[src/rtl/ex_result_buffer_pkg.sv]
// Shared definitions for the EX result buffer and the writeback stage:
// default widths, occupancy encoding and the entry field layout.
package ex_result_buffer_pkg;

  localparam int DATA_W_DEF = 32;
  localparam int DEST_W_DEF = 4;

  typedef enum logic [1:0] {
    OCC_EMPTY = 2'd0,
    OCC_ONE   = 2'd1,
    OCC_FULL  = 2'd2
  } occ_e;

  // Entry layout, MSB first: result, dest, wr_en, zero
  typedef struct packed {
    logic [DATA_W_DEF-1:0] result;
    logic [DEST_W_DEF-1:0] dest;
    logic                  wr_en;
    logic                  zero;
  } ex_entry_t;

  function automatic int entry_w(input int data_w, input int dest_w);
    return data_w + dest_w + 2;
  endfunction

endpackage

[src/rtl/ex_entry_reg.sv]
// Single buffer entry: a register with load enable and async active-low clear.
module ex_entry_reg #(
  parameter int W = 38
) (
  input  logic         clk,
  input  logic         rst_n,
  input  logic         load,
  input  logic [W-1:0] d,
  output logic [W-1:0] q
);

  logic [W-1:0] data_q;
  logic [W-1:0] data_d;

  always_comb begin
    data_d = data_q;
    if (load) data_d = d;
  end

  always_ff @(posedge clk or negedge rst_n) begin
    if (!rst_n) data_q <= '0;
    else        data_q <= data_d;
  end

  assign q = data_q;

endmodule

[src/rtl/ex_result_buffer.sv]
// Two-entry skid buffer between the ALU/logic units and writeback.
// in_ready is registered so it never depends combinationally on out_ready.
module ex_result_buffer
  import ex_result_buffer_pkg::*;
#(
  parameter int DATA_W = DATA_W_DEF,
  parameter int DEST_W = DEST_W_DEF
) (
  input  logic              clk,
  input  logic              rst_n,
  input  logic              in_valid,
  output logic              in_ready,
  input  logic [DATA_W-1:0] in_result,
  input  logic [DEST_W-1:0] in_dest,
  input  logic              in_wr_en,
  output logic              out_valid,
  input  logic              out_ready,
  output logic [DATA_W-1:0] out_result,
  output logic [DEST_W-1:0] out_dest,
  output logic              out_wr_en,
  output logic              out_zero,
  input  logic              flush,
  output logic [1:0]        occupancy
);

  localparam int ENTRY_W = entry_w(DATA_W, DEST_W);

  occ_e               occ_q, occ_d;
  logic               wr_ptr_q, wr_ptr_d;
  logic               rd_ptr_q, rd_ptr_d;
  logic               in_ready_q, in_ready_d;
  logic               push, pop;
  logic               load0, load1;
  logic [ENTRY_W-1:0] in_entry;
  logic [ENTRY_W-1:0] entry0, entry1;
  logic [ENTRY_W-1:0] head, head_vis;

  assign in_entry = {in_result, in_dest, in_wr_en, ~|in_result};

  // Flush overrides both handshakes so a same-cycle word is dropped.
  always_comb begin
    push       = in_valid && in_ready_q && !flush;
    pop        = (occ_q != OCC_EMPTY) && out_ready && !flush;
    occ_d      = occ_q;
    wr_ptr_d   = wr_ptr_q;
    rd_ptr_d   = rd_ptr_q;
    in_ready_d = in_ready_q;
    if (flush) begin
      occ_d      = OCC_EMPTY;
      wr_ptr_d   = 1'b0;
      rd_ptr_d   = 1'b0;
      in_ready_d = 1'b1;
    end else begin
      if (push) wr_ptr_d = ~wr_ptr_q;
      if (pop)  rd_ptr_d = ~rd_ptr_q;
      case ({push, pop})
        2'b10:   occ_d = (occ_q == OCC_EMPTY) ? OCC_ONE : OCC_FULL;
        2'b01:   occ_d = (occ_q == OCC_FULL) ? OCC_ONE : OCC_EMPTY;
        default: occ_d = occ_q;
      endcase
      in_ready_d = (occ_d != OCC_FULL);
    end
  end

  always_ff @(posedge clk or negedge rst_n) begin
    if (!rst_n) begin
      occ_q      <= OCC_EMPTY;
      wr_ptr_q   <= 1'b0;
      rd_ptr_q   <= 1'b0;
      in_ready_q <= 1'b0;
    end else begin
      occ_q      <= occ_d;
      wr_ptr_q   <= wr_ptr_d;
      rd_ptr_q   <= rd_ptr_d;
      in_ready_q <= in_ready_d;
    end
  end

  assign load0 = push && !wr_ptr_q;
  assign load1 = push &&  wr_ptr_q;

  ex_entry_reg #(.W(ENTRY_W)) u_entry0 (
    .clk   (clk),
    .rst_n (rst_n),
    .load  (load0),
    .d     (in_entry),
    .q     (entry0)
  );

  ex_entry_reg #(.W(ENTRY_W)) u_entry1 (
    .clk   (clk),
    .rst_n (rst_n),
    .load  (load1),
    .d     (in_entry),
    .q     (entry1)
  );

  // Data outputs read as zero whenever nothing is buffered.
  always_comb begin
    head     = rd_ptr_q ? entry1 : entry0;
    head_vis = (occ_q != OCC_EMPTY) ? head : '0;
  end

  assign in_ready   = in_ready_q;
  assign out_valid  = (occ_q != OCC_EMPTY);
  assign occupancy  = occ_q;
  assign out_result = head_vis[ENTRY_W-1 -: DATA_W];
  assign out_dest   = head_vis[DEST_W+1 -: DEST_W];
  assign out_wr_en  = head_vis[1];
  assign out_zero   = head_vis[0];

endmodule

[config.mk]
export PLATFORM = sky130hd
export DESIGN_NAME = ex_result_buffer
export DESIGN_NICKNAME = d
export VERILOG_FILES = /design/src/rtl/ex_result_buffer_pkg.sv /design/src/rtl/ex_entry_reg.sv /design/src/rtl/ex_result_buffer.sv
export SDC_FILE = /design/constraint.sdc
export NUM_CORES = 1
export LEC_CHECK = 0
export ABC_CLOCK_PERIOD_IN_PS = 1830
export BUFFER_PORTS_ARGS = -buffer_cell sky130_fd_sc_hd__buf_2
export CORE_UTILIZATION = 54
export DETAILED_ROUTE_END_ITERATION = 10
export HOLD_SLACK_MARGIN = 0.08
export MAX_ROUTING_LAYER = met4
export PLACE_DENSITY_LB_ADDON = 0.15
export SYNTH_ARGS = -nofsm -noshare
export SYNTH_HDL_FRONTEND = slang
export SYNTH_SLANG_ARGS = --single-unit
[constraint.sdc]
create_clock -name clk -period 1.83 [get_ports clk]
set_clock_uncertainty 0.05 [all_clocks]
set_input_delay 0.366 -clock clk [delete_from_list [all_inputs] [get_ports clk]]
set_output_delay 0.366 -clock clk [all_outputs]
set_load 0.1 [all_outputs]
Word level (Yosys, flattened, before mapping)
Cells that the tools add are included.

Equal/unequal tests: 4. Muxes and demuxes: 12. Bitwise gates (word level): 2. Reductions and logical operators: 14.

Operators with widths (number): 38-bit 2-to-1 mux (2); 32-bit OR reduction (1); 1-bit logical AND (6); 1-bit 2-to-1 mux (6); 2-bit 2-to-1 mux (3); 2-bit nonzero test (3); 2-bit == test, second input constant (2); 2-bit case mux with 2 select lines (1); 1-bit zero test (3); 2-bit by 1-bit == test with 1-bit output, second input constant (1); 2-bit zero test (1); 2-bit != test, second input constant (1); 1-bit NOT (2).

Flip-flop bits (word level): 81. Bits of input ports: 42. Output and inout bits: 42. Word-level logic and storage cells: 38.

Longest topological paths before layout
Gate-level depths: netlist (run 1).

Word-level depth: 8. Depth in mapped cells: 5. Depth with buffers taken out: 3.

Modules after synthesis
Synthesis (run 1) repeated with hierarchy kept, for this count alone.

Cell total of the unflattened synthesis: 284. Area, all modules: 3933.8 sq um.

Modules (own cells, without submodules): ex_entry_reg (instances 2, cells each 80, area each 1492.7 sq um, sequential area each 950.9 sq um); ex_result_buffer (instances 1, cells each 124, area each 948.4 sq um, sequential area each 125.1 sq um).

Worst setup path before layout (run 1)
No wires, ideal clock.

Kind: register -> output. Start: reg occ_q[0] (netlist: occupancy[0]). End: out out_result[22]. Arrival time: 2.815 ns. Required time: 1.414 ns. Slack: -1.401 ns. Stages on the path, launching flop included: 5. Buffers on the path: 2. Cell sequence: dfrtp_1 > nor2_1 > buf_2 > buf_2 > nor2_1.

Longest elaborated chain between the ends: 2.

RTL lines: start: declaration (RTL line ex_result_buffer.sv:28) `occ_e occ_q, occ_d;`; start signal: assignment (RTL line ex_result_buffer.sv:67) `occ_q <= OCC_EMPTY;`; start signal: assignment (RTL line ex_result_buffer.sv:72) `occ_q <= occ_d;`; 2-bit nonzero test (RTL line ex_result_buffer.sv:101) `head_vis = (occ_q != OCC_EMPTY) ? head : '0;`; 38-bit 2-to-1 mux (RTL line ex_result_buffer.sv:101); end: declaration (RTL line ex_result_buffer.sv:18) `output logic [DATA_W-1:0] out_result,`.

No other way between the ends.

Worst setup path in the final report (run 1)
Start: reg rd_ptr_q. End: out out_result[4].

Longest elaborated chain between the ends: 2.

RTL lines: start: declaration (RTL line ex_result_buffer.sv:30) `logic rd_ptr_q, rd_ptr_d;`; start signal: assignment (RTL line ex_result_buffer.sv:74) `rd_ptr_q <= rd_ptr_d;`; 38-bit 2-to-1 mux (RTL line ex_result_buffer.sv:100) `head = rd_ptr_q ? entry1 : entry0;`; 38-bit 2-to-1 mux (RTL line ex_result_buffer.sv:101).

No other way between the ends.

==> impl_metrics.prom, run 1 <==
# TYPE chip_impl_metric gauge
chip_impl_metric{name="maxSlewViolCount",unit=""} 0
chip_impl_metric{name="floorplan.core_area",unit="um^2"} 6790
chip_impl_metric{name="cell_internal_pwr",unit="mW"} 4.28
chip_impl_info{name="timing.hold.worst.class",value="input pin to flip-flop"} 1
chip_impl_metric{name="clock.fmax",unit="MHz"} 497
chip_impl_metric{name="worst-path-max-fanout",unit=""} 22
chip_impl_metric{name="metal3_wl",unit="um"} 323
chip_impl_info{name="status",value="finished, violations left"} 1
chip_impl_metric{name="drtIter0Drc",unit=""} 89
chip_impl_metric{name="slew_headroom",unit="%"} 62.2
chip_impl_metric{name="place.detailed.hpwl",unit="um"} 5700
chip_impl_info{name="timing.critical_path.from",value="rd_ptr_q$_DFFE_PN0P_"} 1
chip_impl_metric{name="dr.pass1.iters",unit=""} 4
chip_impl_info{name="worst_setup_path_endpoint",value="out_result[4]"} 1
chip_impl_info{name="commonest_cells_in_the_netlist",value="81 x dfrtp_1, 58 x mux2_2, 41 x nor2_1"} 1
chip_impl_metric{name="number_of_global_route_vias_before_repair",unit=""} 2912
chip_impl_metric{name="layout.cell_area.non_filler",unit="um^2"} 5770
chip_impl_metric{name="final-instance-count-excl-fill",unit=""} 478
chip_impl_metric{name="clk_latency",unit="ns"} 0.34
chip_impl_metric{name="setup_violations",unit=""} 39
chip_impl_metric{name="whs",unit="ns"} 0.214
chip_impl_metric{name="area_growth",unit="%"} 52.7
chip_impl_metric{name="vias_per_cell",unit=""} 5.45
chip_impl_info{name="timing.setup.critical_path_class",value="flip-flop to output pin"} 1
chip_impl_metric{name="floorplan.io_pins",unit=""} 84
chip_impl_metric{name="route.detailed.wl_per_inst",unit="um"} 19.3
chip_impl_metric{name="cp_data_required_time",unit="ns"} 1.41
chip_impl_metric{name="finalSetupTns",unit="ns"} -5.09
chip_impl_metric{name="synthCells",unit=""} 281
chip_impl_metric{name="grt_start_max_net_pins",unit=""} 42
chip_impl_metric{name="power.switching_fraction",unit="%"} 38.3
chip_impl_metric{name="place.gp.congestion",unit=""} 0.737
chip_impl_metric{name="power.combinational.fraction",unit="%"} 42.9
chip_impl_info{name="clock_tree_root_driver_cell",value="clkbuf_8"} 1
chip_impl_metric{name="route.antenna.remaining_nets",unit=""} 0
chip_impl_metric{name="worst-slew-pin-transition",unit="ns"} 0.567
chip_impl_metric{name="place.detailed.instances",unit=""} 456
chip_impl_metric{name="grt_overflow",unit=""} 0
chip_impl_info{name="highest-signal-layer",value="met4"} 1
chip_impl_metric{name="power.clock.fraction",unit="%"} 18.4
chip_impl_metric{name="synthDistinctLibCells",unit=""} 27
chip_impl_metric{name="max_cap_violations",unit=""} 0
chip_impl_metric{name="finalCoreUtilization",unit="%"} 85.0
chip_impl_metric{name="arrival",unit="ns"} 1.60
chip_impl_metric{name="first_pass_grt_wire_length",unit="um"} 14600
chip_impl_metric{name="postSynthAreaPerCell",unit="um^2"} 13.5
chip_impl_metric{name="antenna_cells_inserted",unit=""} 0
chip_impl_info{name="most_frequently_used_cell_type_in_the_post_synthesis_netlist",value="dfrtp_1"} 1
chip_impl_metric{name="synth.net_count",unit=""} 323
chip_impl_metric{name="ffs_w_async_s_r_synth",unit="%"} 100
chip_impl_info{name="ys_dominant_reg_cell",value="dfrtp_1"} 1
chip_impl_metric{name="synth_seq_area_share",unit="%"} 53.6
chip_impl_metric{name="wl_met2",unit="um"} 4740
chip_impl_metric{name="antenna_found_initial",unit=""} 0
chip_impl_metric{name="area_of_the_multi_input_gates",unit="um^2"} 2110
chip_impl_metric{name="cts-buffers-inserted",unit=""} 9
chip_impl_info{name="start_kind",value="flip-flop"} 1
chip_impl_info{name="violations",value="setup timing"} 1
chip_impl_metric{name="htree_levels",unit=""} 3
chip_impl_metric{name="routed_wl",unit="um"} 9230
chip_impl_metric{name="synth_area",unit="um^2"} 3780
chip_impl_metric{name="total_power",unit="mW"} 6.93
chip_impl_metric{name="synth.top_cell.area_share",unit="%"} 53.6
chip_impl_metric{name="irDropWorstVdd",unit="V"} 0.000714
chip_impl_metric{name="fin_ws",unit="ns"} -0.183
chip_impl_metric{name="final.period_utilization",unit="%"} 110
chip_impl_info{name="tritoncts",value="built"} 1
chip_impl_metric{name="initial_core_util",unit="%"} 55.6
chip_impl_metric{name="clkSlewWorstSetupHoldPaths",unit="ns"} 0.08
chip_impl_metric{name="route.vias.total",unit=""} 2607
chip_impl_metric{name="placed_cell_area",unit="um^2"} 5340
chip_impl_metric{name="place_worst_setup_slack",unit="ns"} 0.173
chip_impl_metric{name="fill_cells",unit=""} 322
chip_impl_info{name="setup_repair_after_global_routing_missed_its_margin",value="true"} 1
chip_impl_metric{name="total_leakage_power",unit="nW"} 2.40
chip_impl_info{name="synth_top_cells_by_area",value="dfrtp_1 54%, mux2_2 17%, mux2i_1 10%, mux2_4 6.4%, nor2_1 4.1%"} 1
chip_impl_metric{name="grt_usage",unit="%"} 27.4
chip_impl_info{name="reg_to_reg_start",value="in_ready$_DFF_PN0_"} 1
chip_impl_metric{name="synthesis.yosys.warnings",unit=""} 0
chip_impl_metric{name="power.share.sequential",unit="%"} 38.7
chip_impl_metric{name="finalHoldViolCount",unit=""} 0
chip_impl_metric{name="core.rowCount",unit=""} 30
chip_impl_metric{name="port-buffer-count",unit=""} 83
chip_impl_metric{name="cts_sinks",unit=""} 81
chip_impl_metric{name="wirelength_met1",unit="um"} 4000
chip_impl_metric{name="finalNetCount",unit=""} 419
chip_impl_metric{name="final.min_clock_period",unit="ns"} 2.01
chip_impl_metric{name="p_switching",unit="mW"} 2.65
chip_impl_metric{name="die_height",unit="um"} 85.7
chip_impl_info{name="end_kind",value="output pin"} 1
chip_impl_metric{name="die_width",unit="um"} 85.7
chip_impl_metric{name="cts.path.max_buffers",unit=""} 2
chip_impl_metric{name="route.detailed.drc",unit=""} 0
chip_impl_metric{name="synth.ff_latch_count",unit=""} 81
chip_impl_metric{name="synth_edf_count",unit=""} 0
chip_impl_info{name="r2r_end",value="u_entry1.q[11]$_DFFE_PN0P_"} 1
chip_impl_metric{name="post_route_cells_drive_above_1_share",unit="%"} 69.9
chip_impl_info{name="synthDominantAreaCellType",value="dfrtp_1"} 1
chip_impl_metric{name="seq_area",unit="um^2"} 2040
chip_impl_metric{name="die_area",unit="um^2"} 7340
chip_impl_metric{name="pwr_density_cell",unit="nW/um^2"} 1200
chip_impl_metric{name="r2r_setup_slk",unit="ns"} 0.38
chip_impl_metric{name="r2r.worst_path.cells",unit=""} 3
## metal layers
| layer | global-route usage, % | vias to the layer above |
|---|---|---|
| met5 | - | - |
| li1 | - | 1193 |
| met3 | 4.91 | 16 |
| met4 | 11.1 | 0 |
| met2 | 45.0 | 71 |
| met1 | 33.9 | 1327 |
## timing repair
item / in CTS / in global routing
pin swaps: 8 / 0
hold buffers: 1 / 0
buffers inserted: 5 / 0
gates resized for setup: 28 / 18
endpoints found under the setup margin: 39 / 39
hold endpoints to repair: 39 / 0
## cell usage in the layout, fill, tap and decap left out, types with 2 or more instances in the layout
master and n:
dfrtp_4 2, dfrtp_2 2, nand2_1 3, clkbuf_8 9, nor4_1 8, clkinvlp_4 3
mux2i_4 6, xor2_1 2, mux2_2 58, nor2_1 2, o31ai_1 2, dfrtp_1 77
mux2i_2 26, mux2_4 16, nor2_4 39, buf_8 2, buf_2 43, mux2i_1 6
buf_12 50, nand4_1 2, buf_6 3, buf_4 3, clkbuf_1 3
## flip-flops by register name, indices dropped and copies added (netlist names)
register	flops
u_entry1.q	38
wr_ptr_q	1
occupancy	2
u_entry0.q	38
in_ready	1
rd_ptr_q	1
## critical path: stages (launching register included)
cell and delay (ns):
dfrtp_2 0.42, buf_12 0.24, mux2i_2 0.33, nor2_4 0.08
buf_12 0.17
## kinds of logic after synthesis
group,Yosys count,share of synthesized area (%)
xor+xnor,2,0.464
mux,112,33.7
compound gates,8,1.56
buf+inv,18,2.95
flops,81,53.6
simple gates,60,7.71
## final cells by class
| cell class | count | area share [%] |
|---|---|---|
| clock buffer | 12 | 2.34 |
| sequential | 81 | 35.3 |
| clock inverter | 4 | 0.932 |
| inverter | 1 | 0.130 |
| tap | 96 | 2.08 |
| multi-input combinational | 182 | 36.5 |
| timing repair buffer | 102 | 22.7 |
## power by group through the flow
stage | Clock (mW) | Combinational (mW) | Sequential [mW]
after floorplan | 0 | 1.95 | 2.53
after global placement | 0 | 2.72 | 2.54
after detailed placement | 0 | 2.78 | 2.59
after CTS | 1.29 | 2.91 | 2.61
after global routing | 1.38 | 3.10 | 2.74
final | 1.28 | 2.97 | 2.68
## worst min path at each step
stage / start / end / cells after the start
6_report: flush / wr_ptr_q$_DFFE_PN0P_ / 2
5_1_grt: in_dest[0] / u_entry0.q[2]$_DFFE_PN0P_ / 2
4_1_cts: flush / wr_ptr_q$_DFFE_PN0P_ / 2
3_5_place_dp: rst_n / u_entry0.q[3]$_DFFE_PN0P_ / 1
3_3_place_gp: rst_n / u_entry0.q[3]$_DFFE_PN0P_ / 1
2_1_floorplan: rst_n / in_ready$_DFF_PN0_ / 0
No activity file was read; power rests on OpenSTA's default activity.
==> inputs of run 2 (changes only) <==
==> constraint.sdc (replaced) <==
create_clock -name clk -period 1.83 [get_ports clk]
set_clock_uncertainty 0.05 [all_clocks]
set_input_delay 0.183 -clock clk [delete_from_list [all_inputs] [get_ports clk]]
set_output_delay 0.183 -clock clk [all_outputs]
set_load 0.1 [all_outputs]
==> run 2 against run 1 <==
  * The flow now finishes without violations
  * Register-to-register slack got worse by 0.13 ns
  * Utilization grew 2.4 points
  * Combinational power is 5% lower
  * Non-clock buffer count grew 40
  * Global-route usage up 1.1 points
  * Setup slack better by 0.20 ns
  * Routed wire length grew 5.8%
==> impl_metrics.prom, run 2 (same netlist as run 1, synthesis figures left out) <==
# TYPE chip_impl_metric gauge
chip_impl_metric{name="post_route_cells_drive_above_1_share",unit="%"} 59.0
chip_impl_metric{name="setup_violations",unit=""} 0
chip_impl_metric{name="route.detailed.drc",unit=""} 0
chip_impl_metric{name="wl_met2",unit="um"} 5130
chip_impl_metric{name="max_cap_violations",unit=""} 0
chip_impl_metric{name="cts-buffers-inserted",unit=""} 9
chip_impl_metric{name="die_area",unit="um^2"} 7340
chip_impl_info{name="status",value="finished, final reports clean"} 1
chip_impl_info{name="worst_hold_path.endpoint",value="occupancy[0]$_DFF_PN0_"} 1
chip_impl_info{name="timing.hold.worst.class",value="input pin to flip-flop"} 1
chip_impl_info{name="hold_start",value="out_ready"} 1
chip_impl_metric{name="grt_overflow",unit=""} 0
chip_impl_metric{name="finalHoldViolCount",unit=""} 0
chip_impl_metric{name="dr.pass1.iters",unit=""} 4
chip_impl_metric{name="first_pass_grt_wire_length",unit="um"} 15200
chip_impl_metric{name="r2r.worst_path.cells",unit=""} 3
chip_impl_info{name="r2r_end",value="u_entry0.q[0]$_DFFE_PN0P_"} 1
chip_impl_metric{name="irDropWorstVdd",unit="V"} 0.000738
chip_impl_metric{name="floorplan.io_pins",unit=""} 84
chip_impl_metric{name="finalNetCount",unit=""} 459
chip_impl_info{name="reg_to_reg_start",value="wr_ptr_q$_DFFE_PN0P_"} 1
chip_impl_metric{name="clkSlewWorstSetupHoldPaths",unit="ns"} 0.07
chip_impl_metric{name="routed_wl",unit="um"} 9770
chip_impl_metric{name="cts_sinks",unit=""} 81
chip_impl_metric{name="place.detailed.hpwl",unit="um"} 5270
chip_impl_metric{name="floorplan.core_area",unit="um^2"} 6790
chip_impl_metric{name="worst-slew-pin-transition",unit="ns"} 0.487
chip_impl_metric{name="total_power",unit="mW"} 6.90
chip_impl_metric{name="total_leakage_power",unit="nW"} 2.51
chip_impl_metric{name="worst-path-max-fanout",unit=""} 6
chip_impl_metric{name="die_width",unit="um"} 85.7
chip_impl_info{name="timing.setup.critical_path_class",value="flip-flop to output pin"} 1
chip_impl_info{name="tritoncts",value="built"} 1
chip_impl_metric{name="number_of_global_route_vias_before_repair",unit=""} 2971
chip_impl_info{name="highest-signal-layer",value="met4"} 1
chip_impl_metric{name="final.period_utilization",unit="%"} 99.1
chip_impl_metric{name="antenna_found_initial",unit=""} 0
chip_impl_metric{name="pwr_density_cell",unit="nW/um^2"} 1160
chip_impl_metric{name="initial_core_util",unit="%"} 55.6
chip_impl_metric{name="place.detailed.instances",unit=""} 454
chip_impl_metric{name="arrival",unit="ns"} 1.58
chip_impl_metric{name="whs_path_depth",unit=""} 3
chip_impl_metric{name="final.min_clock_period",unit="ns"} 1.81
chip_impl_metric{name="cp_data_required_time",unit="ns"} 1.60
chip_impl_metric{name="core.rowCount",unit=""} 30
chip_impl_info{name="start_kind",value="flip-flop"} 1
chip_impl_info{name="end_kind",value="output pin"} 1
chip_impl_metric{name="route.detailed.wl_per_inst",unit="um"} 18.9
chip_impl_metric{name="grt_usage",unit="%"} 28.5
chip_impl_metric{name="whs",unit="ns"} 0.155
chip_impl_metric{name="route.antenna.remaining_nets",unit=""} 0
chip_impl_metric{name="metal3_wl",unit="um"} 360
chip_impl_metric{name="maxSlewViolCount",unit=""} 0
chip_impl_metric{name="clock.fmax",unit="MHz"} 551
chip_impl_metric{name="area_growth",unit="%"} 57.0
chip_impl_metric{name="place.gp.congestion",unit=""} 0.759
chip_impl_metric{name="vias_per_cell",unit=""} 5.38
chip_impl_metric{name="drtIter0Drc",unit=""} 71
chip_impl_info{name="mostFrequentLayoutCells",value="77 x dfrtp_1, 58 x mux2_2, 43 x buf_2, 39 x nor2_4, 39 x dlygate4sd3_1"} 1
chip_impl_info{name="clock_tree_root_driver_cell",value="clkbuf_8"} 1
chip_impl_metric{name="r2r_setup_slk",unit="ns"} 0.25
chip_impl_metric{name="final-instance-count-excl-fill",unit=""} 518
chip_impl_metric{name="die_height",unit="um"} 85.7
chip_impl_metric{name="route.vias.total",unit=""} 2786
chip_impl_metric{name="grt_start_max_net_pins",unit=""} 35
chip_impl_metric{name="antenna_cells_inserted",unit=""} 0
chip_impl_metric{name="finalSetupTns",unit="ns"} 0
chip_impl_info{name="layout.cells.most_common",value="dfrtp_1"} 1
chip_impl_metric{name="htree_levels",unit=""} 3
chip_impl_metric{name="cts.path.max_buffers",unit=""} 2
chip_impl_metric{name="wirelength_met1",unit="um"} 4100
chip_impl_metric{name="port-buffer-count",unit=""} 83
chip_impl_metric{name="slew_headroom",unit="%"} 67.8
chip_impl_metric{name="clk_latency",unit="ns"} 0.34
chip_impl_info{name="setup_repair_after_global_routing_missed_its_margin",value="true"} 1
[run 2: cell count changes in the layout (fill, tap and decap cells not counted), sizes merged]
cell / change
dlygate4sd3: +38
buf: +1
bufinv: +1
clkbuf: +1
clkinvlp: -1
[run 2: worst max path at each step]
stage                                       from             end  cells past startpoint
final                     occupancy[1]$_DFF_PN0_       out_valid                      5
after global routing        rd_ptr_q$_DFFE_PN0P_  out_result[13]                      4
after CTS                 occupancy[0]$_DFF_PN0_       out_valid                      5
after detailed placement  occupancy[1]$_DFF_PN0_   out_result[8]                      4
after global placement    occupancy[1]$_DFF_PN0_  out_result[14]                      4
after floorplan           occupancy[1]$_DFF_PN0_       out_valid                      4
[run 2: repair_timing]
item,CTS,global route
cloned,3,1
gates resized for setup,69,18
buffers inserted,5,0
endpoints found under the hold margin,109,0
endpoints found under the setup margin,35,23
pin swaps,1,2
hold buffers,39,0
[run 2: cell type report]
class / count / area, um^2
well taps: 96 / 120
clock inverters: 4 / 76.3
flip-flops and latches: 81 / 2040
fillers: 305 / 861
multi-input cells: 182 / 1980
clock buffers: 12 / 145
inverters: 1 / 7.51
repair buffers: 142 / 1570
[run 2: power breakdown]
part	switching [mW]	total (mW)	leakage (nW)	internal, mW
combinational	1.62	2.83	1.44	1.22
clock	0.646	1.46	0.107	0.810
sequential	0.310	2.60	0.963	2.29
total	2.57	6.90	2.51	4.32
[run 2: through the flow]
| stage | worst slack, ns | instance area [um^2] | utilization (%) |
|---|---|---|---|
| 2_1_floorplan | 0.00196 | 4120 | - |
| 3_3_place_gp | 0.262 | 4870 | 71.7 |
| 3_5_place_dp | 0.239 | 4870 | 71.7 |
| 4_1_cts | -0.0472 | 5840 | 85.9 |
| 5_1_grt | -0.0379 | 5930 | 87.3 |
| 6_report | 0.0157 | 5930 | 87.3 |
[run 2: critical path, cell delays in order (launching register included)]
cell and delay [ns]:
dfrtp_4 0.49, nor2_4 0.18, buf_6 0.15, buf_12 0.15, clkinvlp_4 0.09, buf_6 0.18
[run 2: metal layers]
layer,GRT usage [%],vias up
met5,-,-
met4,12.0,0
met3,4.23,17
met2,48.4,79
met1,34.2,1413
li1,-,1277
